`config.mk`:
```
export PLATFORM = sky130hd
export DESIGN_NAME = phase_sequencer
export DESIGN_NICKNAME = d
export VERILOG_FILES = /design/src/rtl/phase_sequencer.sv
export SDC_FILE = /design/constraint.sdc
export NUM_CORES = 1
export LEC_CHECK = 0
export ABC_AREA = 1
export CORE_ASPECT_RATIO = 0.7
export CORE_MARGIN = 1.5
export CORE_UTILIZATION = 46
export CTS_BUF_LIST = sky130_fd_sc_hd__clkbuf_8
export DETAILED_ROUTE_END_ITERATION = 12
export GPL_TIMING_DRIVEN = 0
export HOLD_SLACK_MARGIN = 0.1
export PLACE_DENSITY = 0.8
export SYNTH_ARGS = -nofsm -noshare
export SYNTH_HDL_FRONTEND = slang
export SYNTH_SLANG_ARGS = --single-unit
```
`constraint.sdc`:
```
create_clock -name clk -period 2.06 [get_ports clk]
set_input_delay 0.309 -clock clk [delete_from_list [all_inputs] [get_ports clk]]
set_output_delay 0.309 -clock clk [all_outputs]
set_load 0.01 [all_outputs]
```
`src/rtl/phase_sequencer.sv`:
```
// phase_sequencer: microstep sequencer for the microcoded core.
// Drives phase/fetch to the decoder, pulses the IR load, owns the interrupt
// enable flag and arbitrates fetch/execute, exception/IRQ entry, WAIT and HALT.
// Exception and IRQ entry are done by injecting a synthetic INT instruction,
// so the decoder's existing INT microcode performs the vectoring.
module phase_sequencer #(
  parameter logic [8:0] EXC_VEC     = 9'd0,
  parameter logic [8:0] TIMEOUT_VEC = 9'd1
) (
  input  logic        clk,
  input  logic        rst_n,
  input  logic        stall,
  input  logic        ucode_end,
  input  logic        halt_req,
  input  logic        wait_req,
  input  logic        ei,
  input  logic        di,
  input  logic        rti,
  input  logic        exc_req,
  input  logic        irq,
  input  logic [8:0]  irq_vec,
  output logic [2:0]  phase,
  output logic        fetch,
  output logic        exc_triggered,
  output logic        ir_load,
  output logic        ir_inject,
  output logic [15:0] inject_insn,
  output logic        ie,
  output logic        halted,
  output logic        waiting
);

  typedef enum logic [2:0] {
    ST_FETCH,
    ST_EXEC,
    ST_EXC,
    ST_WAIT,
    ST_HALT
  } state_t;

  state_t     state;
  state_t     next_state;
  logic [8:0] vec9;
  logic [8:0] next_vec;
  logic       exc_pend;
  logic       exc_loaded;   // EXC has already issued its injected IR load
  logic       next_ie;
  logic       take_exc;     // enter (or re-enter) EXC this cycle
  logic       exc_cause;    // the entry is caused by a synchronous exception
  logic       irq_ok;
  logic       exc_any;
  logic       phase_max;
  logic       exc_load_cycle;
  logic       exc_set;
  logic       transition;

  assign irq_ok         = irq & ie;
  assign exc_any        = exc_req | exc_pend;
  assign phase_max      = (phase == 3'd7);
  assign exc_load_cycle = (state == ST_EXC) && !exc_loaded;

  // Next-state arbitration, IE update and vector selection.
  always_comb begin
    // NOTE: every output of this block gets a default first so no latch is inferred.
    next_state = state;
    next_vec   = vec9;
    next_ie    = ie;
    take_exc   = 1'b0;
    exc_cause  = 1'b0;
    unique case (state)
      ST_FETCH: begin
        if (ucode_end) begin
          next_state = ST_EXEC;
        end else if (phase_max) begin
          take_exc = 1'b1;
          next_vec = TIMEOUT_VEC;
        end
      end
      ST_EXEC: begin
        if (ucode_end) begin
          if (ei || rti) next_ie = 1'b1;
          else if (di)   next_ie = 1'b0;
          if (exc_any) begin
            take_exc  = 1'b1;
            exc_cause = 1'b1;
            next_vec  = EXC_VEC;
          end else if (halt_req) begin
            next_state = ST_HALT;
          end else if (wait_req) begin
            next_state = ST_WAIT;
          end else if (irq_ok) begin
            take_exc = 1'b1;
            next_vec = irq_vec;
          end else begin
            next_state = ST_FETCH;
          end
        end else if (phase_max) begin
          take_exc = 1'b1;
          next_vec = TIMEOUT_VEC;
        end
      end
      ST_EXC: begin
        // The load cycle belongs to the injection; the INT microprogram starts after it.
        if (!exc_load_cycle) begin
          if (ucode_end) begin
            next_state = ST_FETCH;
          end else if (phase_max) begin
            take_exc = 1'b1;
            next_vec = TIMEOUT_VEC;
          end
        end
      end
      ST_WAIT: begin
        if (exc_any) begin
          take_exc  = 1'b1;
          exc_cause = 1'b1;
          next_vec  = EXC_VEC;
        end else if (irq_ok) begin
          take_exc = 1'b1;
          next_vec = irq_vec;
        end else if (irq) begin
          next_state = ST_FETCH;
        end
      end
      ST_HALT: begin
        next_state = ST_HALT;
      end
      default: begin
        next_state = ST_FETCH;
      end
    endcase
    if (take_exc) begin
      next_state = ST_EXC;
      next_ie    = 1'b0;
    end
  end

  // A re-entry into EXC counts as a transition even though the state code is unchanged.
  assign transition = take_exc || (next_state != state);

  // A new request always lands in exc_pend, except the one that is itself
  // causing this entry (it is consumed by the entry, not re-queued).
  assign exc_set = exc_req && (state != ST_HALT) && !(!stall && take_exc && exc_cause);

  // Sequencer state; stall freezes everything except exception latching.
  always_ff @(posedge clk) begin
    // NOTE: sequential state uses non-blocking assignments so all registers update together.
    if (!rst_n) begin
      state      <= ST_FETCH;
      phase      <= 3'd0;
      ie         <= 1'b0;
      exc_pend   <= 1'b0;
      exc_loaded <= 1'b0;
      vec9       <= 9'd0;
    end else begin
      exc_pend <= exc_set || (exc_pend && !(!stall && take_exc));
      if (!stall) begin
        state      <= next_state;
        ie         <= next_ie;
        exc_loaded <= (next_state == ST_EXC) && !take_exc;
        if (take_exc) vec9 <= next_vec;
        if (transition) begin
          phase <= 3'd0;
        end else if (!ucode_end && !exc_load_cycle &&
                     (state == ST_FETCH || state == ST_EXEC || state == ST_EXC)) begin
          phase <= phase + 3'd1;
        end
      end
    end
  end

  // Combinational output decode; the IR load is suppressed during stall and reset.
  always_comb begin
    fetch         = (state == ST_FETCH);
    exc_triggered = (state == ST_EXC);
    halted        = (state == ST_HALT);
    waiting       = (state == ST_WAIT);
    ir_load       = rst_n && !stall &&
                    (((state == ST_FETCH) && ucode_end) || exc_load_cycle);
    ir_inject     = ir_load && exc_load_cycle;
    inject_insn   = {3'b100, 4'b0000, vec9};
  end

endmodule
```
==> results.toml, run 1 <==
[synth]
yosysWarnings = 0
synth-edff-count = 0
ys_ff_latch = 18
synth_area_um2 = 1260
async_flop_share_pct = 0
yosysTopAreaCell = "dfxtp_1"
synth_area_per_cell_um2 = 6.49
ys_types = 29
synth_area_leaders = "dfxtp_1 (29%), nand2_1 (14%), inv_1 (6.9%), a21oi_1 (6.8%), o211ai_1 (5.4%)"
ys_seq_area_share_pct = 28.6
synthDominantCellAreaShare_pct = 28.6
synth_flop_cell = "dfxtp_1"
syn_inst = 194

[cells_and_area]
multi_input_comb_area_um2 = 807
nNetsFinal = 268
seq_area_um2 = 365
diodes = 0
fillCellCount = 201
syn_to_final_growth_pct = 49.1
drive_above_1_share_pct = 23.7
final_util_pct = 74.1
finalInstanceArea_um2 = 1880

[min_path]
holdCritPathClass = "in2reg"
whs_path_depth = 3

[flow_run]
drv.max_cap_violation_count = 0

[cts]
cts_buffer_depth = 2
clk_pin_slew_ps = 80
h-tree-depth = 1
cts_hold_buf = 0
cts_sinks = 18
clkLatencyLatePin_ps = 260
root_buffer = "clkbuf_8"
cts_buffers = 3
cts_tree = "yes"

[grt]
grt_max_degree = 11
track_usage_pct = 22.8
antenna_found_initial = 0
grt_pass1_vias = 1135
grt_pass1_wl_um = 5260
globalRoute.totalOverflow = 0

[critical_path]
critPathCaptureType = "flip-flop"
crit_fanout = 4
arrival_ps = 2160
ff2ff_path_depth = 12
path_class = "in2reg"
crit_path_cell_trace = "clkdlybuf4s50_1, inv_1, nand2_1, o21ai_1, inv_2, nor2_4, nand4_1, nor2_4, buf_4, nand3_1, nand3_1, nand2_1, nor2_1"
cp_data_required_time_ps = 2250
slowest_delay_ps = 430
cp_slowest_cell = "clkdlybuf4s50_1"
start_kind = "input pin"

[place]
hpwl_um = 2520
place.gp.congestion = 0.948
dp_worst_setup_slack_ps = -242
place_area_um2 = 1700
io_buffers = 38

[timing]
hold_viol_final = 0
skew_ps = 7.06
fin_crit_sh_pct = 95.6
maxSlewViolCount = 0
setup_violations = 0
finalCriticalPeriod_ps = 1970
rsz0062_at_grt = "true"
fmax_mhz = 508
fin_ws_ps = 91.2

[die]
die_area_um2 = 3070
fp.dieH_um = 46.8
rows = 15
coreArea_um2 = 2530
io_pins = 46
initial_core_util_pct = 49.7
die_w_um = 65.6

[drt]
wirelength_um = 3440
drc = 0
ant_nets = 0
wl_met1_um = 1780
highest_layer = "met3"
drt-pass1-iter-count = 4
vias = 1371
wl_per_cell_um = 12.3
met3_length_um = 304
routed_via_density = 4.91
dr_wl_met2_um = 1360
drt_iter0_drc = 53

[power]
p_sw_share_pct = 30.8
powerDensity_nw_per_um2 = 516
p_seq_share_pct = 39.8
p_int_w = 0.000670
switching_power_w = 0.000299
ir_drop_uv = 385
leakagePower_nw = 0.905
clkPwrFrac_pct = 30.9
power_frac_comb_pct = 29.3

[run_status]
status = "completed"
cells in the final DEF (no fill, tap or decap), types with 3 or more instances in the layout:
cell and n:
nand2_1 44, clkdlybuf4s50_1 33, inv_1 18, a21oi_1 17, nor2_1 14, dfxtp_1 14, buf_4 11, nand3_1 10
o211ai_1 9, inv_2 7, or2_2 7, conb_1 7, nor2_2 5, o21ai_0 5, nand2_2 4, clkbuf_8 4
dlymetal6s2s_1 4, dfxtp_2 4, buf_6 3
worst max-delay path: cells and delay by family:
kind            cells  cell delay [ps]
simple gates        8              940
buf+inv             4              710
compound gates      1              180
registers in the layout, summed over array words and instances (netlist names):
signal,flops
exc_loaded,1
exc_pend,1
ie,1
phase,3
state,3
vec9,9
logic make-up after synthesis:
family	synth area share, %
AOI/OAI and AO/OA	17.7
adders and majority gates	1.99
buffers and inverters	13.5
DFF	28.6
other	0.596
and+or+nand+nor	37.6
power by group through the flow:
stage | Combinational (W) | Clock (W) | Sequential (W)
2_1_floorplan | 0.000148 | 0 | 0.000389
3_3_place_gp | 0.000248 | 0 | 0.000389
3_5_place_dp | 0.000249 | 0 | 0.000389
4_1_cts | 0.000250 | 0.000300 | 0.000382
5_1_grt | 0.000314 | 0.000319 | 0.000388
6_report | 0.000283 | 0.000299 | 0.000386
Yosys cell counts, types with 3 or more instances:
master     n
nand2_1   46
dfxtp_1   18
nor2_2     5
nand3_1   12
buf_2      4
or2_2      7
a21oi_1   17
nor2_1    15
inv_1     23
o21ai_0    5
nor3_1     3
buf_4      7
o211ai_1   9
per-layer routing:
metal  vias to the layer above  global-route usage [%]
li1                        722                       -
met1                       591                    35.9
met2                        58                    32.9
met3                         0                    5.04
met4                         0                    2.50
met5                         -                       0
per-stage QoR:
| stage | setup TNS [ps] | instances | total power (W) | hold WS [ps] |
|---|---|---|---|---|
| 2_1_floorplan | 0 | 199 | 0.000537 | 406 |
| 3_3_place_gp | -3230 | 271 | 0.000637 | 471 |
| 3_5_place_dp | -2920 | 271 | 0.000638 | 472 |
| 4_1_cts | 0 | 277 | 0.000932 | 485 |
| 5_1_grt | -64.1 | 279 | 0.00102 | 459 |
| 6_report | 0 | 279 | 0.000969 | 425 |
repair_timing:
| item | CTS | global route |
|---|---|---|
| setup endpoints to repair | 4 | 15 |
| resized for setup | 5 | 29 |
| pin swaps | 1 | 6 |
| buffers inserted | 2 | 2 |
worst paths after layout:
check                           startpoint       end  slack, ps
worst max-delay path               exc_req  phase[0]         90
worst min-delay path                 rst_n  phase[2]        430
worst max register to register    phase[0]  phase[0]        110
worst min register to register     vec9[8]   vec9[8]        480
area by class of cell:
cell class | instances | area share [%]
inverter | 25 | 5.00
sequential | 18 | 19.5
multi-input combinational | 144 | 43.0
timing repair buffer | 42 | 22.5
buffer | 12 | 4.86
clock buffer | 4 | 2.93
tap | 34 | 2.27
Note: power is estimated with default switching activity, not from simulation.
==> run 2: changes to the inputs <==
--- a/config.mk
+++ b/config.mk
@@ -6,10 +6,12 @@
 export NUM_CORES = 1
 export LEC_CHECK = 0
 export ABC_AREA = 1
+export CAP_MARGIN = 20
 export CORE_ASPECT_RATIO = 0.7
 export CORE_MARGIN = 1.5
 export CORE_UTILIZATION = 46
 export CTS_BUF_LIST = sky130_fd_sc_hd__clkbuf_8
+export CTS_CLUSTER_SIZE = 40
 export DETAILED_ROUTE_END_ITERATION = 12
 export GPL_TIMING_DRIVEN = 0
 export HOLD_SLACK_MARGIN = 0.1
==> results of run 2 <==
Final layout, timing and power as in run 1 (identical DEF).
